**src/rtl/siso_shift_pkg.sv**
```systemverilog
// Shared types and constants for the SISO shift controller.
// The PARITY state is only reached when SISO_SHIFT_CTRL_PARITY_EN is defined.
package siso_shift_pkg;

    // Default frame width in bits.
    localparam int DATA_W_DEFAULT = 5;

    // Values of in_dir. Each word carries its own direction.
    localparam logic DIR_LSB_FIRST = 1'b0;
    localparam logic DIR_MSB_FIRST = 1'b1;

    // Sequencer states.
    typedef enum logic [1:0] {
        IDLE   = 2'd0,
        SHIFT  = 2'd1,
        PARITY = 2'd2
    } state_t;

endpackage

```
**src/rtl/siso_bit_counter.sv**
```systemverilog
// Counts the bits of one frame.
// term is high while the last data bit (index DATA_W-1) is on the line.
module siso_bit_counter #(
    parameter int DATA_W = 5,
    parameter int CNT_W  = $clog2(DATA_W + 1)
) (
    input  logic clk,
    input  logic rst_n,
    input  logic clr,
    input  logic en,
    output logic term
);

    localparam logic [CNT_W-1:0] LAST = CNT_W'(DATA_W - 1);

    logic [CNT_W-1:0] cnt_reg;

    // Clear on frame load, otherwise step once per shifted bit.
    // The counter can reach DATA_W after the last bit, so CNT_W never wraps.
    always_ff @(posedge clk or negedge rst_n) begin
        if (!rst_n) begin
            cnt_reg <= '0;
        end else if (clr) begin
            cnt_reg <= '0;
        end else if (en) begin
            cnt_reg <= cnt_reg + CNT_W'(1);
        end
    end

    assign term = (cnt_reg == LAST);

endmodule

```
**src/rtl/siso_shift_ctrl.sv**
```systemverilog
// Sequencer for the serial-in/serial-out shift path.
// Takes a parallel word over valid/ready and sends it out one bit per clock,
// LSB or MSB first as selected per word. All outputs are registered.
// Optional feature: define SISO_SHIFT_CTRL_PARITY_EN to append an even-parity
// bit after the data bits.
module siso_shift_ctrl
    import siso_shift_pkg::*;
#(
    parameter int DATA_W = DATA_W_DEFAULT,
    parameter int CNT_W  = $clog2(DATA_W + 1)
) (
    input  logic              clk,
    input  logic              rst_n,
    input  logic              in_valid,
    output logic              in_ready,
    input  logic [DATA_W-1:0] in_data,
    input  logic              in_dir,
    output logic              so,
    output logic              so_en,
    output logic              busy,
    output logic              done
);

    state_t            state_reg;
    logic [DATA_W-1:0] shreg_reg;
    logic              dir_reg;
`ifdef SISO_SHIFT_CTRL_PARITY_EN
    logic              par_reg;
`endif

    logic accept;
    logic cnt_en;
    logic cnt_term;

    // in_ready is only ever high in IDLE; the state check keeps this robust.
    assign accept = in_valid && in_ready && (state_reg == IDLE);
    assign cnt_en = (state_reg == SHIFT);

    siso_bit_counter #(
        .DATA_W (DATA_W),
        .CNT_W  (CNT_W)
    ) u_bit_counter (
        .clk   (clk),
        .rst_n (rst_n),
        .clr   (accept),
        .en    (cnt_en),
        .term  (cnt_term)
    );

    // Frame sequencer: load, shift, optional parity, then back to idle with a done pulse.
    always_ff @(posedge clk or negedge rst_n) begin
        if (!rst_n) begin
            state_reg <= IDLE;
            shreg_reg <= '0;
            dir_reg   <= DIR_LSB_FIRST;
`ifdef SISO_SHIFT_CTRL_PARITY_EN
            par_reg   <= 1'b0;
`endif
            so        <= 1'b0;
            so_en     <= 1'b0;
            busy      <= 1'b0;
            done      <= 1'b0;
            in_ready  <= 1'b0;
        end else begin
            case (state_reg)
                IDLE: begin
                    // Stay ready; done lasts a single cycle.
                    so       <= 1'b0;
                    so_en    <= 1'b0;
                    busy     <= 1'b0;
                    done     <= 1'b0;
                    in_ready <= 1'b1;
                    if (accept) begin
                        shreg_reg <= in_data;
                        dir_reg   <= in_dir;
`ifdef SISO_SHIFT_CTRL_PARITY_EN
                        par_reg   <= ^in_data;
`endif
                        so        <= (in_dir == DIR_LSB_FIRST) ? in_data[0] : in_data[DATA_W-1];
                        so_en     <= 1'b1;
                        busy      <= 1'b1;
                        in_ready  <= 1'b0;
                        state_reg <= SHIFT;
                    end
                end

                SHIFT: begin
                    if (cnt_term) begin
`ifdef SISO_SHIFT_CTRL_PARITY_EN
                        so        <= par_reg;
                        so_en     <= 1'b1;
                        state_reg <= PARITY;
`else
                        so        <= 1'b0;
                        so_en     <= 1'b0;
                        busy      <= 1'b0;
                        done      <= 1'b1;
                        in_ready  <= 1'b1;
                        state_reg <= IDLE;
`endif
                    end else if (dir_reg == DIR_MSB_FIRST) begin
                        so        <= shreg_reg[DATA_W-2];
                        shreg_reg <= {shreg_reg[DATA_W-2:0], 1'b0};
                    end else begin
                        so        <= shreg_reg[1];
                        shreg_reg <= {1'b0, shreg_reg[DATA_W-1:1]};
                    end
                end

`ifdef SISO_SHIFT_CTRL_PARITY_EN
                PARITY: begin
                    so        <= 1'b0;
                    so_en     <= 1'b0;
                    busy      <= 1'b0;
                    done      <= 1'b1;
                    in_ready  <= 1'b1;
                    state_reg <= IDLE;
                end
`endif

                default: begin
                    so        <= 1'b0;
                    so_en     <= 1'b0;
                    busy      <= 1'b0;
                    done      <= 1'b0;
                    in_ready  <= 1'b0;
                    state_reg <= IDLE;
                end
            endcase
        end
    end

endmodule

```
**config.mk**
```make
export PLATFORM = sky130hd
export DESIGN_NAME = siso_shift_ctrl
export DESIGN_NICKNAME = d
export VERILOG_FILES = /design/src/rtl/siso_shift_pkg.sv /design/src/rtl/siso_bit_counter.sv /design/src/rtl/siso_shift_ctrl.sv
export SDC_FILE = /design/constraint.sdc
export NUM_CORES = 1
export LEC_CHECK = 0
export CAP_MARGIN = 20
export CORE_UTILIZATION = 44
export CTS_CLUSTER_DIAMETER = 50
export CTS_CLUSTER_SIZE = 12
export DETAILED_ROUTE_END_ITERATION = 16
export GPL_ROUTABILITY_DRIVEN = 1
export PLACE_DENSITY = 0.7
export SLEW_MARGIN = 25
export SYNTH_ARGS = -nofsm -noshare
export SYNTH_HDL_FRONTEND = slang
export SYNTH_SLANG_ARGS = --single-unit
export TNS_END_PERCENT = 1
```
**constraint.sdc**
```tcl
create_clock -name clk -period 1.7 [get_ports clk]
set_input_delay 0.34 -clock clk [delete_from_list [all_inputs] [get_ports clk]]
set_output_delay 0.34 -clock clk [all_outputs]
set_load 0.1 [all_outputs]
```
After elaboration in Yosys (flattened, before gate mapping)
Index checks and enable logic that the tools add are counted.

Register bits: 15. Input bits: 9. Output and inout port bits: 5. Logic and storage cells: 43.

$add $sub $neg: 1. Equal/unequal tests: 5. Muxes and demuxes: 21. Reductions and logical operators: 8.

Operator list (count): 5-bit 2-to-1 mux (3); 5-bit case mux with 2 select lines (1); 1-bit 2-to-1 mux (9); 3-bit 2-to-1 mux (2); 1-bit case mux with 2 select lines (3); 2-bit 2-to-1 mux (2); 2-bit inequality test (second input constant) (2); 2-bit case mux with 2 select lines (1); 2-bit AND reduction (2); 2-bit nonzero test (2); 3-bit by 1-bit adder with 3-bit output (second input constant) (1); 3-bit equality test (second input constant) (1); 3-bit AND reduction (1); 2-bit by 1-bit equality test with 1-bit output (second input constant) (1); 1-bit logical AND (2); 2-bit logical NOT (1); 2-bit by 1-bit inequality test with 1-bit output (second input constant) (1).

Depth between registers and ports, before layout
Gate-level depths: netlist of run 1.

Depth in word-level cells: 4. Gate-level depth with buffers: 7. Gate-level depth less buffers: 6.

Hierarchy
A second synthesis of run 1 with hierarchy kept.

Cell total of the unflattened synthesis: 58. Area total of the unflattened synthesis: 691.9 um^2.

Modules (own cells, without submodules): siso_shift_ctrl (times used 1, cells each 43, area an instance 529.3 um^2, sequential area each 275.3 um^2); siso_bit_counter (times used 1, cells each 15, area an instance 162.7 um^2, sequential area each 75.1 um^2).

Worst setup path before layout of run 1
OpenSTA, ideal clock, no wires.

Path type: flip-flop to flip-flop. Start: register in_ready. End: register shreg_reg[4]. Library setup time: 0.125 ns. Arrival time: 1.863 ns. Data required time: 1.575 ns. Slack: -0.288 ns. Stages on the path, launching flop included: 6. Path buffers: 1. Clock period less this slack: 1.988 ns. Cell sequence: dfrtp_1 > nand3b_2 > and2_4 > buf_6 > inv_2 > mux2_4.

Longest elaborated chain between the ends: 4.

RTL lines: start: declaration (RTL line siso_shift_ctrl.sv:15) `output logic in_ready,`; start signal: assignment (RTL line siso_shift_ctrl.sv:63) `in_ready <= 1'b0;`; start signal: assignment (RTL line siso_shift_ctrl.sv:72) `in_ready <= 1'b1;`; start signal: assignment (RTL line siso_shift_ctrl.sv:82) `in_ready <= 1'b0;`; 1-bit logical AND (2 in series) (RTL line siso_shift_ctrl.sv:36) `assign accept = in_valid && in_ready && (state_reg == IDLE);`; 2-bit inequality test (no line); 3-bit AND reduction (no line); end signal: assignment (RTL line siso_shift_ctrl.sv:74) `shreg_reg <= in_data;`; end signal: assignment (RTL line siso_shift_ctrl.sv:103) `shreg_reg <= {shreg_reg[DATA_W-2:0], 1'b0};`; end signal: assignment (RTL line siso_shift_ctrl.sv:106) `shreg_reg <= {1'b0, shreg_reg[DATA_W-1:1]};`; end: declaration (RTL line siso_shift_ctrl.sv:25) `logic [DATA_W-1:0] shreg_reg;`.

No other way between the ends. A chain may end at the register's enable or synchronous reset.

Worst setup path after layout of run 1
Start: register u_bit_counter.cnt_reg[0]. End: register shreg_reg[4].

Longest elaborated chain between the ends: 3.

RTL lines: start: declaration (RTL line siso_bit_counter.sv:16) `logic [CNT_W-1:0] cnt_reg;`; start signal: assignment (RTL line siso_bit_counter.sv:26) `cnt_reg <= cnt_reg + CNT_W'(1);`; 3-bit equality test (RTL line siso_bit_counter.sv:30) `assign term = (cnt_reg == LAST);`; 2-bit inequality test (no line); 3-bit AND reduction (no line).

No other way between the ends.

==> results of run 1 <==
==> layer usage <==
| layer | vias up | part of all wire, % |
|---|---|---|
| met5 | - | 0 |
| met3 | 0 | 5.6 |
| met4 | 0 | 0 |
| li1 | 253 | - |
| met2 | 19 | 47 |
| met1 | 257 | 48 |
==> worst reg2reg max path: stages, from the launching register on <==
cell and delay, ns:
dfrtp_1 0.40, inv_1 0.06, ha_1 0.21, a21bo_4 0.24, and2_4 0.19, inv_2 0.07
mux2_4 0.29
==> synthesized netlist by cell type <==
| cell | instances | area [um^2] |
|---|---|---|
| o21ai_1 | 1 | 5.00 |
| dfrtp_1 | 14 | 350 |
| mux2i_1 | 5 | 50.1 |
| buf_2 | 1 | 5.00 |
| nand3_1 | 3 | 15.0 |
| buf_4 | 1 | 7.51 |
| nor2_1 | 5 | 18.8 |
| mux2_2 | 1 | 11.3 |
| clkbuf_1 | 1 | 3.75 |
| and3b_1 | 1 | 8.76 |
| buf_6 | 1 | 11.3 |
| a221o_1 | 3 | 30.0 |
| nand3b_2 | 1 | 11.3 |
| ha_1 | 2 | 25.0 |
| mux2_4 | 1 | 15.0 |
| inv_2 | 1 | 3.75 |
| a21oi_1 | 3 | 15.0 |
| inv_1 | 3 | 11.3 |
| o22ai_1 | 1 | 6.26 |
| nor2b_1 | 2 | 12.5 |
| nand2_1 | 9 | 33.8 |
| and2_4 | 1 | 8.76 |
| o21ai_0 | 3 | 15.0 |
| a21bo_4 | 1 | 16.3 |
==> path summary, 6_finish.rpt <==
kind / end / cells after the start
worst max-delay path: shreg_reg[4] / 6
worst min-delay path: done / 1
worst max register to register: shreg_reg[4] / 6
worst min register to register: shreg_reg[0] / 2
max in group asynchronous: shreg_reg[0] / 2
min in group clk: shreg_reg[0] / 2
==> kinds of logic (layout without fill, tap and decap cells) <==
family                     Yosys count  in the layout  share of synthesized area [%]
adders and majority gates            2              2                           3.62
muxes                                7              7                           11.1
buffers and inverters                8             24                           6.16
DFF                                 14             14                           50.7
and+or+nand+nor                     22             22                           15.8
AOI/OAI and AO/OA                   12             12                           12.7
==> per-stage QoR <==
step	cells	hold slack [ns]	power [mW]	utilization [%]
detailed placement	92	0.507	1.77	64.1
finish	96	0.353	1.97	66.0
floorplan	65	0.0444	1.45	-
CTS	96	0.359	1.97	66.0
global placement	92	0.495	1.75	64.1
global route	96	0.372	2.09	66.0
==> final cells by class <==
| class | instances | area, um^2 | area share, % |
|---|---|---|---|
| clock buffers | 4 | 26.3 | 2.88 |
| inverters | 4 | 15.0 | 1.65 |
| multi-input cells | 43 | 298 | 32.6 |
| flip-flops and latches | 14 | 352 | 38.5 |
| well taps | 15 | 18.8 | 2.06 |
| repair buffers | 16 | 203 | 22.2 |
==> power groups by stage <==
stage          sequential [mW]  clock (mW)  combinational (mW)
6_report                 0.654       0.199                1.12
4_1_cts                  0.650       0.200                1.12
3_3_place_gp             0.649           0                1.10
2_1_floorplan            0.840           0               0.606
5_1_grt                  0.678       0.214                1.20
3_5_place_dp             0.655           0                1.12
==> results.json, run 1 <==
{
  "die_h_um": 41.6,
  "htreeDepth": 1,
  "start_util_pct": 50.0,
  "drc": 0,
  "max-cap-violations": 0,
  "core_area_mm2": 0.00138,
  "ys_seq_area_share_pct": 50.7,
  "cts_resized": 0,
  "post_drt_wl_per_cell_um": 14.3,
  "grt_busiest_layer": "met2",
  "clockBufferDepth": 2,
  "ff2ff_setup_slack_ns": 0.13,
  "drt_pre_antenna_iters": 4,
  "mostFrequentLayoutCell": "dfrtp_1",
  "clk_latency_ns": 0.27,
  "hold_path_class": "in2async",
  "cts_made_buffers": 3,
  "clock_sinks": 14,
  "grtUsageMet3_pct": 3.91,
  "area_growth_pct": 32.1,
  "cp-startpoint": "u_bit_counter.cnt_reg[0]",
  "synth_nets": 76,
  "switching_share_pct": 45.7,
  "antenna_cells": 0,
  "cp_top_family": "flip-flops",
  "synth_cells": 65,
  "routed-via-count": 529,
  "port_buffers": 13,
  "placed_cell_area_um2": 886,
  "cts.reportedPaths.clkPinSlew_ns": 0.09,
  "cellPowerDensity_mw_per_mm2": 2160,
  "synth.ff_latch_count": 14,
  "num_io_pins": 14,
  "worstPathArrival_ns": 1.73,
  "dieArea_mm2": 0.00173,
  "crit_path_end_kind": "flop",
  "antenna_found_initial": 0,
  "irDropWorstVdd_mv": 1.12,
  "critPathKind": "reg2reg",
  "leakagePower_nw": 0.437,
  "syn_avg_cell_area_um2": 10.6,
  "start_kind": "flop",
  "drt_wl_total_um": 1370,
  "sequentialPowerShare_pct": 33.2,
  "status": "finished, final reports clean",
  "skew_ns": 0.00239,
  "fin_ws_ns": 0.132,
  "setup_violations": 0,
  "layout_min_cycle_time_ns": 1.57,
  "ant_nets": 0,
  "slew-limit-headroom_pct": 72.8,
  "cts_hold_buf": 0,
  "fillers": 103,
  "grt_pass1_vias": 513,
  "r2r_start": "u_bit_counter.cnt_reg[0]",
  "switchingPower_uw": 900,
  "min_period_over_period_pct": 92.2,
  "overflow": 0,
  "grtUsageTotal_pct": 18.1,
  "slowest_delay_ns": 0.40,
  "nets": 93,
  "p_clk_share_pct": 10.1,
  "dp_slack_ns": 0.0596,
  "die_x_um": 41.6,
  "post-cts-setup-buffers": 0,
  "ys_warn_count": 0,
  "rows": 13,
  "cp_max_fo": 6,
  "use_met2_pct": 27.5,
  "crit_slowest_cell": "dfrtp_1",
  "cp_cell_sequence": "inv_1 -> ha_1 -> a21bo_4 -> and2_4 -> inv_2 -> mux2_4",
  "synth_cell_types": 24,
  "largest_reg_flops": 5,
  "clock-root-buffer": "clkbuf_4",
  "cts_tree": "built",
  "p_comb_share_pct": 56.7,
  "post-route-cell-area_um2": 912,
  "worstMarginPinSlew_ns": 0.406,
  "routed_via_density": 5.51,
  "final_layout_size_suffix_gt1_share_pct": 22.2,
  "worstPathRequired_ns": 1.87,
  "synth_area_um2": 691,
  "tns_ns": 0,
  "gr-usage-met1_pct": 27.4,
  "timing.fmax_ghz": 0.638,
  "rsz0062_at_grt": "false",
  "grt_max_degree": 11,
  "gp_congestion": 0.822,
  "intPower_mw": 1.07,
  "finalMaxSlewViolations": 0,
  "layout_common_cells": "dfrtp_1 (13), nand2_1 (9), clkdlybuf4s50_1 (8)",
  "dp_hpwl_um": 1020,
  "drt_iter0_drc": 25,
  "crit_buf_inv": 2,
  "hold_violations": 0,
  "grt_pass1_wl_um": 2460
}
(Power assumes the default switching activity.)
==> run 2, diff against run 1 <==
- CORE_MARGIN: default -> 3
==> run 2 against run 1 <==
  * Register-to-register slack better by 0.02 ns
  * Sequential share of layout area fell by 0.42 points
  * Sequential power about the same
  * Design area is 1.1% higher
  * Worst hold slack better by 0.0013 ns
  * Clock-buffer cell count is the same
  * Global-route usage is 3.0 points lower
  * Cell count stayed put
  * Clock power increased by 20%
  * Via count fell by 3.4%
  * Largest power group unchanged
  * Die area up 20%
==> results.json, run 2 (synthesis results as in run 1) <==
{
  "status": "finished, final reports clean",
  "core_area_mm2": 0.00138,
  "fillers": 108,
  "layout_common_cells": "dfrtp_1 (13), nand2_1 (9), clkdlybuf4s50_1 (8)",
  "layout_min_cycle_time_ns": 1.55,
  "drt_wl_total_um": 1300,
  "port_buffers": 13,
  "tns_ns": 0,
  "crit_slowest_cell": "dfrtp_1",
  "area_growth_pct": 33.5,
  "grt_pass1_vias": 504,
  "finalMaxSlewViolations": 0,
  "routed_via_density": 5.32,
  "min_period_over_period_pct": 91.2,
  "clock_sinks": 14,
  "post-route-cell-area_um2": 922,
  "dieArea_mm2": 0.00208,
  "r2r-end": "shreg_reg[4]",
  "critPathKind": "reg2reg",
  "clockBufferDepth": 2,
  "cts_hold_buf": 0,
  "final_layout_size_suffix_gt1_share_pct": 23.5,
  "crit_buf_inv": 2,
  "die_x_um": 45.6,
  "worstMarginPinSlew_ns": 0.287,
  "max-cap-violations": 0,
  "post-cts-setup-buffers": 0,
  "hold_path_class": "in2async",
  "hold-worst-slack_ns": 0.354,
  "cp_cell_sequence": "inv_1 -> ha_1 -> a21bo_4 -> and2_4 -> inv_2 -> mux2_4",
  "drt_iter0_drc": 9,
  "clock-root-buffer": "clkbuf_4",
  "fin_util_pct": 66.7,
  "clk_latency_ns": 0.28,
  "fin_ws_ns": 0.149,
  "antenna_found_initial": 0,
  "cts_tree": "built",
  "worstPathArrival_ns": 1.72,
  "slowest_delay_ns": 0.39,
  "largest_reg_flops": 5,
  "num_io_pins": 14,
  "cts_resized": 0,
  "r2r_start": "u_bit_counter.cnt_reg[0]",
  "start_util_pct": 50.0,
  "placed_cell_area_um2": 886,
  "dp_slack_ns": 0.0696,
  "r2r_cells": 6,
  "htreeDepth": 1,
  "routed-via-count": 511,
  "drc": 0,
  "slew-limit-headroom_pct": 80.8,
  "crit_path_end_kind": "flop",
  "dp_hpwl_um": 984,
  "leakagePower_nw": 0.443,
  "overflow": 0,
  "antenna_cells": 0,
  "mostFrequentLayoutCell": "dfrtp_1",
  "grtUsageTotal_pct": 15.1,
  "die_h_um": 45.6,
  "cts.reportedPaths.clkPinSlew_ns": 0.09,
  "post_drt_wl_per_cell_um": 13.6,
  "cts_made_buffers": 3,
  "worstPathRequired_ns": 1.87,
  "start_kind": "flop",
  "cp_top_family": "flip-flops",
  "rows": 13,
  "grt_max_degree": 15,
  "setup_violations": 0,
  "gp_congestion": 0.840,
  "drt_pre_antenna_iters": 4,
  "timing.fmax_ghz": 0.645,
  "finalNonFillerCells": 96,
  "power_mw": 2.00,
  "place_inst": 92,
  "ant_nets": 0,
  "grt_pass1_wl_um": 2190,
  "cellPowerDensity_mw_per_mm2": 2170,
  "hold_violations": 0,
  "rsz0062_at_grt": "false",
  "irDropWorstVdd_mv": 1.36,
  "skew_ns": 0.00599,
  "ff2ff_setup_slack_ns": 0.15,
  "cp_max_fo": 6,
  "nets": 93
}
## run 2: metal layers
metal	wire length (um)	track usage [%]
met1	626	21.8
met2	598	21.2
met3	51	2.37
met4	25	8.77
met5	0	0
## run 2: how the worst max path moves through the flow
| stage | startpoint | endpoint | cells after the start |
|---|---|---|---|
| final | u_bit_counter.cnt_reg[0] | shreg_reg[4] | 6 |
| after global routing | u_bit_counter.cnt_reg[0] | shreg_reg[4] | 6 |
| after global placement | in_valid | shreg_reg[4] | 5 |
| after CTS | u_bit_counter.cnt_reg[0] | shreg_reg[4] | 6 |
| after floorplan | busy | so_en | 1 |
| after detailed placement | in_valid | shreg_reg[4] | 5 |
## run 2: layout make-up
type / instances / area [um^2] / share of cell area, %
inverter: 4 / 15.0 / 1.63
tap: 15 / 18.8 / 2.04
timing repair buffer: 16 / 203 / 22.0
multi-input combinational: 43 / 298 / 32.3
clock buffer: 4 / 36.3 / 3.93
sequential: 14 / 352 / 38.1
## run 2: report_power, final
part           switching (mW)  internal (mW)
registers               0.167          0.486
logic                   0.618          0.491
clock network           0.107          0.130
